$ cat config.mk
export PLATFORM = sky130hd
export DESIGN_NAME = capture_rr_arbiter_flat
export DESIGN_NICKNAME = d
export VERILOG_FILES = /design/src/rtl/capture_rr_arbiter_if.sv /design/src/rtl/capture_rr_arbiter.sv /design/src/flat_wrapper.sv
export SDC_FILE = /design/constraint.sdc
export NUM_CORES = 1
export LEC_CHECK = 0
export ABC_AREA = 0
export CAP_MARGIN = 25
export CORE_MARGIN = 3
export CORE_UTILIZATION = 46
export DETAILED_ROUTE_END_ITERATION = 6
export GPL_ROUTABILITY_DRIVEN = 0
export PLACE_DENSITY_LB_ADDON = 0.1
export SKIP_CTS_REPAIR_TIMING = 1
export SYNTH_ARGS = -nofsm -noshare
export SYNTH_HDL_FRONTEND = slang
export SYNTH_SLANG_ARGS = --single-unit
$ cat constraint.sdc
create_clock -name clk -period 3.5 [get_ports clk]
set_input_delay 0.7 -clock clk [delete_from_list [all_inputs] [get_ports clk]]
set_output_delay 0.7 -clock clk [all_outputs]
set_load 0.01 [all_outputs]
$ cat src/rtl/capture_rr_arbiter_if.sv
// Handshake bundle for capture_rr_arbiter: two requester channels, the
// downstream capture slot and the debug grant counters.
interface capture_rr_arbiter_if #(
    parameter int DW = 3,
    parameter int OW = 4,
    parameter int CW = 4
) ();
    logic          req1_valid;
    logic [DW-1:0] req1_data;
    logic          req1_ready;
    logic          req2_valid;
    logic [DW-1:0] req2_data;
    logic          req2_ready;
    logic          cap_valid;
    logic [OW-1:0] cap_data;
    logic          cap_src;
    logic          cap_ready;
    logic          cnt_clr;
    logic [CW-1:0] grant_cnt1;
    logic [CW-1:0] grant_cnt2;

    modport master (
        output req1_valid, req1_data, req2_valid, req2_data, cap_ready, cnt_clr,
        input  req1_ready, req2_ready, cap_valid, cap_data, cap_src,
               grant_cnt1, grant_cnt2
    );

    modport slave (
        input  req1_valid, req1_data, req2_valid, req2_data, cap_ready, cnt_clr,
        output req1_ready, req2_ready, cap_valid, cap_data, cap_src,
               grant_cnt1, grant_cnt2
    );
endinterface

$ cat src/rtl/capture_rr_arbiter.sv
// Round-robin arbiter that loads one registered capture slot from two narrow
// requesters and keeps saturating per-requester grant counters.
module capture_rr_arbiter #(
    parameter int DW = 3,
    parameter int OW = 4,
    parameter int CW = 4
) (
    input  logic                clk,
    input  logic                reset_n,
    capture_rr_arbiter_if.slave bus
);
    typedef enum logic [0:0] {
        ST_EMPTY = 1'b0,
        ST_FULL  = 1'b1
    } state_e;

    state_e        state_q, state_d;
    logic          ptr_q, ptr_d;
    logic [OW-1:0] cap_data_q, cap_data_d;
    logic          cap_src_q, cap_src_d;
    logic [CW-1:0] cnt1_q, cnt1_d;
    logic [CW-1:0] cnt2_q, cnt2_d;
    logic          slot_free_s;
    logic          gnt1_s;
    logic          gnt2_s;

    function automatic logic [CW-1:0] sat_inc(input logic [CW-1:0] v);
        logic [CW-1:0] r;
        if (v == {CW{1'b1}}) begin
            r = v;
        end else begin
            r = v + {{(CW-1){1'b0}}, 1'b1};
        end
        return r;
    endfunction

    function automatic logic [OW-1:0] zext(input logic [DW-1:0] d);
        logic [OW-1:0] r;
        r          = {OW{1'b0}};
        r[DW-1:0]  = d;
        return r;
    endfunction

    // Grant selection; ptr_q holds the last winner (0 = req1), so a tie goes to the other one.
    always_comb begin
        slot_free_s = (state_q == ST_EMPTY) | bus.cap_ready;
        gnt1_s      = 1'b0;
        gnt2_s      = 1'b0;
        if (slot_free_s) begin
            if (bus.req1_valid && bus.req2_valid) begin
                if (ptr_q) begin
                    gnt1_s = 1'b1;
                end else begin
                    gnt2_s = 1'b1;
                end
            end else if (bus.req1_valid) begin
                gnt1_s = 1'b1;
            end else if (bus.req2_valid) begin
                gnt2_s = 1'b1;
            end else begin
                gnt1_s = 1'b0;
                gnt2_s = 1'b0;
            end
        end else begin
            gnt1_s = 1'b0;
            gnt2_s = 1'b0;
        end
    end

    // Slot FSM: a grant always (re)loads the slot, otherwise a consumed slot empties.
    always_comb begin
        state_d    = state_q;
        ptr_d      = ptr_q;
        cap_data_d = cap_data_q;
        cap_src_d  = cap_src_q;
        case (state_q)
            ST_EMPTY, ST_FULL: begin
                if (gnt1_s) begin
                    state_d    = ST_FULL;
                    ptr_d      = 1'b0;
                    cap_data_d = zext(bus.req1_data);
                    cap_src_d  = 1'b0;
                end else if (gnt2_s) begin
                    state_d    = ST_FULL;
                    ptr_d      = 1'b1;
                    cap_data_d = zext(bus.req2_data);
                    cap_src_d  = 1'b1;
                end else if ((state_q == ST_FULL) && bus.cap_ready) begin
                    state_d = ST_EMPTY;
                end else begin
                    state_d = state_q;
                end
            end
            default: begin
                state_d = ST_EMPTY;
            end
        endcase
    end

    // Grant counters; a clear wins over a coincident grant.
    always_comb begin
        cnt1_d = cnt1_q;
        cnt2_d = cnt2_q;
        if (bus.cnt_clr) begin
            cnt1_d = {CW{1'b0}};
            cnt2_d = {CW{1'b0}};
        end else if (gnt1_s) begin
            cnt1_d = sat_inc(cnt1_q);
        end else if (gnt2_s) begin
            cnt2_d = sat_inc(cnt2_q);
        end else begin
            cnt1_d = cnt1_q;
            cnt2_d = cnt2_q;
        end
    end

    // State register.
    always_ff @(posedge clk or negedge reset_n) begin
        if (!reset_n) begin
            state_q    <= ST_EMPTY;
            ptr_q      <= 1'b1;
            cap_data_q <= {OW{1'b0}};
            cap_src_q  <= 1'b0;
            cnt1_q     <= {CW{1'b0}};
            cnt2_q     <= {CW{1'b0}};
        end else begin
            state_q    <= state_d;
            ptr_q      <= ptr_d;
            cap_data_q <= cap_data_d;
            cap_src_q  <= cap_src_d;
            cnt1_q     <= cnt1_d;
            cnt2_q     <= cnt2_d;
        end
    end

    assign bus.req1_ready = gnt1_s;
    assign bus.req2_ready = gnt2_s;
    assign bus.cap_valid  = (state_q == ST_FULL);
    assign bus.cap_data   = cap_data_q;
    assign bus.cap_src    = cap_src_q;
    assign bus.grant_cnt1 = cnt1_q;
    assign bus.grant_cnt2 = cnt2_q;

endmodule

$ cat src/flat_wrapper.sv
// flat-port wrapper written by rule: the top's interface ports become plain ports
module capture_rr_arbiter_flat 
#(
    parameter int DW = 3,
    parameter int OW = 4,
    parameter int CW = 4
)
  (clk, reset_n, bus_req1_valid, bus_req1_data, bus_req2_valid, bus_req2_data, bus_cap_ready, bus_cnt_clr, bus_req1_ready, bus_req2_ready, bus_cap_valid, bus_cap_data, bus_cap_src, bus_grant_cnt1, bus_grant_cnt2);
  capture_rr_arbiter_if #(.DW(DW), .OW(OW), .CW(CW)) bus_i ();
  input  logic clk;
  input  logic reset_n;
  input wire logic [$bits(bus_i.req1_valid)-1:0] bus_req1_valid;
  input wire logic [$bits(bus_i.req1_data)-1:0] bus_req1_data;
  input wire logic [$bits(bus_i.req2_valid)-1:0] bus_req2_valid;
  input wire logic [$bits(bus_i.req2_data)-1:0] bus_req2_data;
  input wire logic [$bits(bus_i.cap_ready)-1:0] bus_cap_ready;
  input wire logic [$bits(bus_i.cnt_clr)-1:0] bus_cnt_clr;
  output wire logic [$bits(bus_i.req1_ready)-1:0] bus_req1_ready;
  output wire logic [$bits(bus_i.req2_ready)-1:0] bus_req2_ready;
  output wire logic [$bits(bus_i.cap_valid)-1:0] bus_cap_valid;
  output wire logic [$bits(bus_i.cap_data)-1:0] bus_cap_data;
  output wire logic [$bits(bus_i.cap_src)-1:0] bus_cap_src;
  output wire logic [$bits(bus_i.grant_cnt1)-1:0] bus_grant_cnt1;
  output wire logic [$bits(bus_i.grant_cnt2)-1:0] bus_grant_cnt2;
  assign bus_i.req1_valid = bus_req1_valid;
  assign bus_i.req1_data = bus_req1_data;
  assign bus_i.req2_valid = bus_req2_valid;
  assign bus_i.req2_data = bus_req2_data;
  assign bus_i.cap_ready = bus_cap_ready;
  assign bus_i.cnt_clr = bus_cnt_clr;
  assign bus_req1_ready = bus_i.req1_ready;
  assign bus_req2_ready = bus_i.req2_ready;
  assign bus_cap_valid = bus_i.cap_valid;
  assign bus_cap_data = bus_i.cap_data;
  assign bus_cap_src = bus_i.cap_src;
  assign bus_grant_cnt1 = bus_i.grant_cnt1;
  assign bus_grant_cnt2 = bus_i.grant_cnt2;
  capture_rr_arbiter #(.DW(DW), .OW(OW), .CW(CW)) u_core (.clk(clk), .reset_n(reset_n), .bus(bus_i));
endmodule
* Word level (Yosys, flattened, before mapping) *
Cells that the tools add are included.

storage, ports and cells
  register bits after elaboration = 15
  bits in latches = 0
  memory bits (writable) = 0
  bits in read-only memories = 0
  input port bits = 12
  word-level logic and storage cells = 46
  memories kept = 0

cells by class
  $add $sub $neg = 2
  multipliers = 0
  div/mod/pow operators = 0
  magnitude comparators = 0
  equal/unequal tests = 5
  shift-type cells = 0
  muxes and demuxes = 23
  bitwise logic cells = 2
  reductions and logical operators = 8

operator list
  cell                                                            count
  4-bit 2-to-1 mux                                                9
  1-bit 2-to-1 mux                                                14
  4-bit by 1-bit adder with 4-bit output (second input constant)  2
  4-bit equality test (second input constant)                     2
  2-bit != test (second input constant)                           3
  2-bit nonzero test                                              3
  3-bit AND reduction                                             1
  3-bit nonzero test                                              1
  1-bit logical AND                                               2
  2-bit AND reduction                                             1
  1-bit inverter                                                  1
  1-bit OR                                                        1

* Longest topological paths before layout *
Gate-level depths: netlist of run 1.

  depth after elaboration = 7
  mapped depth = 6

* Worst setup path after synthesis of run 1 *
No wires, ideal clock.

  path type = input to output
  start point = input port bus_cap_ready
  end point = output port bus_req2_ready
  arrival = 1.239 ns
  setup slack = 1.561 ns
  cell stages on the path = 4
  path buffers = 2
  path through = nand2b_4 -> buf_6 -> and3_1 -> buf_6

on the way
  longest elaborated chain between the ends = 2

ends and longest elaborated chain
  element           RTL line                  RTL
  from (decl)       flat_wrapper.sv:16        input wire logic [$bits(bus_i.cap_ready)-1:0] bus_cap_ready;
  1-bit OR          capture_rr_arbiter.sv:46  slot_free_s = (state_q == ST_EMPTY) | bus.cap_ready;
  1-bit 2-to-1 mux  capture_rr_arbiter.sv:49  if (slot_free_s) begin
  to (decl)         flat_wrapper.sv:19        output wire logic [$bits(bus_i.req2_ready)-1:0] bus_req2_ready;

No other way between the ends.

* Final worst setup path of run 1 *
  start point = input port bus_req1_valid
  end point = output port bus_req2_ready

on the way
  longest elaborated chain between the ends = 3

ends and longest elaborated chain
  element                                                RTL line                                            RTL
  from (decl)                                            flat_wrapper.sv:12                                  input wire logic [$bits(bus_i.req1_valid)-1:0] bus_req1_valid;
  1-bit 2-to-1 mux or 1-bit logical AND (tied branches)  capture_rr_arbiter.sv:56, capture_rr_arbiter.sv:50
  1-bit 2-to-1 mux (*)                                   capture_rr_arbiter.sv:50                            if (bus.req1_valid && bus.req2_valid) begin
  1-bit 2-to-1 mux (*)                                   capture_rr_arbiter.sv:49

Mark *: on every way between the ends. The rest lies on a longest branch, timed or not.

==> metrics.md, run 1 <==
| Metric | Value |
|---|---|
| Worst-margin pin slew | 0.629 ns |
| Layout Area Growth over Synthesis | 36.3% |
| Crit-path max cell delay | 0.59 ns |
| Distinct cell type count after synthesis | 29 |
| Final hold vios | 0 |
| Die Y | 46.5 um |
| DR DRC count | 0 |
| FF-to-FF setup slack | 2.09 ns |
| FMAX | 339 MHz |
| Clock-pin slew on the worst setup and hold paths | 0.09 ns |
| Critical path type | primary input to output port |
| Crit end category | output port |
| Placed cell area | 992 sq um |
| Seq/Total Area, Yosys | 46.6% |
| Headroom to the max-slew limit | 58.0% |
| Crit path max fanout | 11 |
| Req. time, crit path | 2.80 ns |
| Unrepaired setup endpoints after global routing | no |
| Post-route setup slack | 0.552 ns |
| Via count | 646 |
| GRT Total Usage | 18.3% |
| Placement Setup Slack | 0.560 ns |
| Fin area | 1030 sq um |
| TritonCTS Buffers | 3 |
| Total leakage power | 0.475 nW |
| Average size of a mapped cell | 10.1 sq um |
| Vias per cell | 5.62 |
| Clock latency on the worst-skew pair | 0.28 ns |
| CTS tree | built |
| Die Width | 46.5 um |
| Fin util | 72.7% |
| Vias in the first global route | 635 |
| Crit-path cells | clkdlybuf4s50_1, nand2_1, and3_1, clkdlybuf4s50_1 |
| Crit Reg-Reg Endpoint | u_core.bus.grant_cnt2[2]$_DFFE_PN0P_ |
| Hpwl dp | 1.14 mm |
| First-pass GRT wire length | 2.80 mm |
| Root Buffer | clkbuf_4 |
| Final min period | 2.95 ns |
| Clock Skew | 0.00685 ns |
| Layout Nets | 115 |
| CP bufs+invs | 2 |
| Final wirelength | 1.59 mm |
| Mapped Area | 754 sq um |
| Worst-case reg-to-reg path depth | 5 |
| Hold path startpoint | u_core.bus.cap_data[0]$_DFFE_PN0P_ |
| Antenna cells | 0 |
| Num rows | 13 |
| Total grt overflow | 0 |
| Io pins | 28 |
| CP delay by family, top | buffers and inverters |
| VDD IR max | 294 uV |
| Post-synth EDFFs | 0 |
| Slowest stage cell, crit path | clkdlybuf4s50_1 |
| Post-route setup TNS | 0 ns |
| DR pass1 iterations | 4 |
| Post-route ant nets | 0 |
| FFs w/ async S/R, synth | 100% |
| CTS Sinks | 14 |
| Antenna violations before repair | 0 |
| Setup violators final | 0 |
| CP Launch Type | primary input |
| Initial core utilization | 53.3% |
| IO buf count | 26 |
| Non-filler cells, final | 115 |
| Cell count after synthesis | 75 |
| Ratio of final minimum period to clock period | 84.2% |
| Power Total | 406 uW |
| Iteration-0 DRC Markers | 12 |
| Core ar. | 1420 sq um |
| Fill cells | 106 |
| Final max-slew violation count | 0 |
| Cell mode on critical path | clkdlybuf4s50_1 |
| Type of the worst min-delay path | register to register |
| Hold_ws | 0.481 ns |
| RR Startpoint | u_core.bus.grant_cnt2[0]$_DFFE_PN0P_ |
| Status | completed |
| Min-Delay Endpoint | u_core.bus.cap_data[0]$_DFFE_PN0P_ |
| H-tree Lvls | 1 |
| Commonest register cell after synthesis | dfrtp_1 |
| Largest net degree at the start of global routing | 15 |
| Min-Delay Path Depth | 2 |
| Die area | 2160 sq um |
| Bufs on Longest Clock Path | 2 |
| Pwr Density | 395 nW/um^2 |
| Synthesized net count | 89 |
| Placed cell count | 111 |
| Maxcap violations | 0 |
| Fraction of layout cells with a size suffix above 1 | 11.0% |
| Critical Path AT | 2.25 ns |
| Synth Register Bits | 14 |
| Yosys warning count | 0 |
| Routed len/inst | 13.8 um |
## routing by layer
metal / vias up / GRT usage (%) / wire length (um)
li1: 311 / - / -
met4: 0 / 8.52 / 31
met2: 26 / 29.1 / 766
met1: 305 / 22.4 / 639
met3: 4 / 5.47 / 147
met5: - / 0 / 0
## layout make-up
| type | count | area, sq um | share of cell area (%) |
|---|---|---|---|
| Clock buffer | 4 | 36.3 | 3.53 |
| Inverter | 4 | 15.0 | 1.46 |
| Multi-Input combinational cell | 52 | 347 | 33.7 |
| Sequential cell | 14 | 352 | 34.2 |
| Tap cell | 15 | 18.8 | 1.82 |
| Timing Repair Buffer | 26 | 260 | 25.3 |
## Yosys cell counts, types with 3 or more instances
library cell / n / area share, %
nand2_1: 8 / 4.0
dfrtp_1: 13 / 43
nand4_1: 4 / 3.3
and3_1: 3 / 2.5
nand3_1: 6 / 4.0
nor2_1: 6 / 3.0
inv_1: 3 / 1.5
a21o_1: 3 / 3.0
## power by group
group | internal (mW) | switching (mW) | leakage [nW] | total (mW)
combinational | 0.0557 | 0.0435 | 0.275 | 0.0992
sequential | 0.179 | 0.0111 | 0.179 | 0.190
clock | 0.0632 | 0.0536 | 0.0210 | 0.117
## logic make-up after synthesis
logic type | share of synthesized area (%)
other | 0.497
xor gates and xnor gates | 2.32
buffers and inverters | 7.46
and+or+nand+nor | 24.2
adders and majority gates | 3.32
DFF | 46.6
AOI/OAI and AO/OA | 12.9
muxes | 2.65
## registers in the layout, summed over array words and instances, names as in the netlist
signal / cells
u_core.ptr_q: 1
u_core.bus.grant_cnt2: 4
u_core.bus.cap_valid: 1
u_core.bus.cap_src: 1
u_core.bus.cap_data: 3
u_core.bus.grant_cnt1: 4
## placed cells by master (no fill, tap or decap), types with 2 or more instances in the layout
cell type,instances
dfrtp_1,13
a41oi_1,2
and3_1,3
clkbuf_4,3
nor2_1,6
ha_1,2
nor2b_1,2
mux2i_1,2
nand2_1,8
nand4_1,4
clkdlybuf4s50_1,26
inv_1,3
nand3_1,6
nand2b_4,2
a21o_1,3
a311oi_1,2
## worst register-to-register path, delay by kind of cell (launching register included)
kind	cells	cell delay, ns
compound gates	3	0.55
flops	1	0.42
fa+ha+maj	1	0.24
simple gates	1	0.09
## worst max-delay path by stage
stage,depth (start not counted),startpoint,endpoint,slack (ns)
finish,4,bus_req1_valid,bus_req2_ready,0.55
global route,4,bus_req1_valid,bus_req2_ready,0.45
floorplan,4,bus_cap_ready,bus_req2_ready,1.56
CTS,4,bus_req1_valid,bus_req2_ready,0.56
global placement,4,bus_req1_valid,bus_req2_ready,0.58
detailed placement,4,bus_req1_valid,bus_req2_ready,0.56
Note: power is estimated with default switching activity, not from simulation.
==> inputs of run 2 (changes only) <==
Settings changed: CORE_UTILIZATION 46 to 38.
Clock period 3.5 ns to 2.5 ns, I/O delays scaled along.
==> run 2 against run 1 <==
Sequential power is 40% higher. Count of clock-buffer cells in the layout is the same. Routed wire length increased by 2.8%. Hold slack better by 0.0060 ns. Clock power grew 40%. Combinational power up 49%. Global-route usage is 3.5 points lower. Core utilization down 13 points. Critical path depth unchanged. Register-to-register slack lost 1.0 ns. Largest cell class unchanged. Die area rose by 18%.
==> metrics.md, run 2 (synthesis results as in run 1) <==
| Metric | Value |
|---|---|
| Status | completed |
| Num rows | 15 (+2) |
| Setup violators final | 0 (unchanged) |
| GRT Total Usage | 14.8% (-3.5 points) |
| FMAX | 423 MHz |
| Vias in the first global route | 648 (+2.0%) |
| Non-filler cells, final | 129 (+12%) |
| Hpwl dp | 1.21 mm (+5.8%) |
| Req. time, crit path | 2.00 ns (-0.80 ns) |
| Iteration-0 DRC Markers | 11 (-1) |
| Hold_ws | 0.487 ns (+0.00599 ns) |
| H-tree Lvls | 1 (unchanged) |
| IO buf count | 26 (unchanged) |
| Vias per cell | 4.99 (-11%) |
| Routed len/inst | 12.6 um (-8.4%) |
| Headroom to the max-slew limit | 56.1% (-1.9 points) |
| Most frequent cells in the layout | clkdlybuf4s50_1, dfrtp_1, nand2_1 |
| Root Buffer | clkbuf_4 |
| Register area | 352 sq um (unchanged) |
| Post-route setup TNS | 0 ns (unchanged) |
| Io pins | 28 (unchanged) |
| Fraction of layout cells with a size suffix above 1 | 14.4% (+3.4 points) |
| Crit end category | output port |
| Die Y | 50.6 um (+8.7%) |
| Fill cells | 184 (+74%) |
| Layout Area Growth over Synthesis | 42.0% |
| TritonCTS Buffers | 3 (unchanged) |
| Critical path type | primary input to output port |
| Crit path max fanout | 6 (-5) |
| Clock latency on the worst-skew pair | 0.28 ns (about the same) |
| Clock-pin slew on the worst setup and hold paths | 0.08 ns (about the same) |
| Final min period | 2.36 ns |
| DR DRC count | 0 (unchanged) |
| Unrepaired setup endpoints after global routing | no |
| VDD IR max | 292 uV (-0.91%) |
| Post-route ant nets | 0 (unchanged) |
| Maxcap violations | 0 (unchanged) |
| CP Launch Type | primary input |
| Final max-slew violation count | 0 (unchanged) |
| Largest net degree at the start of global routing | 15 (unchanged) |
| Die Width | 50.6 um (+8.7%) |
| Clock Skew | 0.00354 ns (-0.00331 ns) |
| Worst-margin pin slew | 0.657 ns (+0.0285 ns) |
| CTS Sinks | 14 (unchanged) |
| Bufs on Longest Clock Path | 2 (unchanged) |
| Most common cell after layout, fill and taps aside | clkdlybuf4s50_1 |
| Total grt overflow | 0 (unchanged) |
| Die area | 2560 sq um (+18%) |
| Layout Nets | 119 (+3.5%) |
| CTS tree | built |
| Type of the worst min-delay path | register to register |
| Placed cell count | 125 (+13%) |
| Critical Path AT | 1.86 ns (-0.39 ns) |
| Initial core utilization | 41.9% (-11 points) |
| First-pass GRT wire length | 2.82 mm (+0.75%) |
| DR pass1 iterations | 4 (unchanged) |
| Ratio of final minimum period to clock period | 94.5% |
| Pwr Density | 539 nW/um^2 (+37%) |
| Antenna violations before repair | 0 (unchanged) |
| Multi-input logic area | 347 sq um (unchanged) |
| Antenna cells | 0 (unchanged) |
| Via count | 644 (-0.31%) |
| Final hold vios | 0 (unchanged) |
| Core ar. | 1800 sq um (+27%) |
| Final wirelength | 1.63 mm (+2.8%) |
| Total leakage power | 0.494 nW (+4.0%) |
==> run 2: changes by cell type in the layout (fill, tap and decap cells not counted) <==
cell / before / now
buf_4: 0 / 4
==> run 2: layer usage <==
layer / vias to the layer above / track usage (%) / routed length, um
met5: - / 0 / 0
met4: 0 / 9.42 / 13
met3: 2 / 4.15 / 129
met2: 18 / 24.8 / 767
met1: 303 / 16.3 / 719
li1: 321 / - / -
==> run 2: where the power goes <==
part           internal, mW  switching [mW]  total (mW)  leakage, nW
clock                0.0887          0.0755       0.164       0.0210
sequential            0.250          0.0155       0.266        0.179
combinational        0.0845          0.0633       0.148        0.294
==> run 2: worst paths after layout <==
path	slack, ns	endpoint	cells after the start	start
min in group asynchronous	0.61	u_core.bus.cap_valid$_DFFE_PN0P_	1	reset_n
max in group asynchronous	1.46	u_core.bus.cap_data[0]$_DFFE_PN0P_	1	reset_n
min reg2reg	0.49	u_core.bus.cap_data[0]$_DFFE_PN0P_	2	u_core.bus.cap_data[0]$_DFFE_PN0P_
max reg2reg	1.08	u_core.bus.grant_cnt2[1]$_DFFE_PN0P_	5	u_core.bus.grant_cnt2[0]$_DFFE_PN0P_
min	0.49	u_core.bus.cap_data[0]$_DFFE_PN0P_	2	u_core.bus.cap_data[0]$_DFFE_PN0P_
max	0.14	bus_req2_ready	4	bus_req1_valid
==> run 2: through the flow <==
step | cell area [sq um] | utilization, % | worst slack (ns) | power (mW)
after CTS | 1070 | 59.4 | 0.141 | 0.587
after global routing | 1070 | 59.4 | 0.0438 | 0.619
final | 1070 | 59.4 | 0.139 | 0.578
after floorplan | 754 | - | 0.961 | 0.343
after detailed placement | 1030 | 57.4 | 0.149 | 0.419
after global placement | 1030 | 57.4 | 0.149 | 0.418
==> run 2: worst max-delay path, stage by stage <==
cell and delay (ns):
clkdlybuf4s50_1 0.60, nand2_1 0.08, and3_1 0.20, clkdlybuf4s50_1 0.48
==> run 2: cell type report <==
| type | count | share of cell area (%) |
|---|---|---|
| Sequential cell | 14 | 32.8 |
| Tap cell | 25 | 2.92 |
| Clock buffer | 4 | 3.39 |
| Timing Repair Buffer | 30 | 27.1 |
| Inverter | 4 | 1.40 |
| Multi-Input combinational cell | 52 | 32.4 |
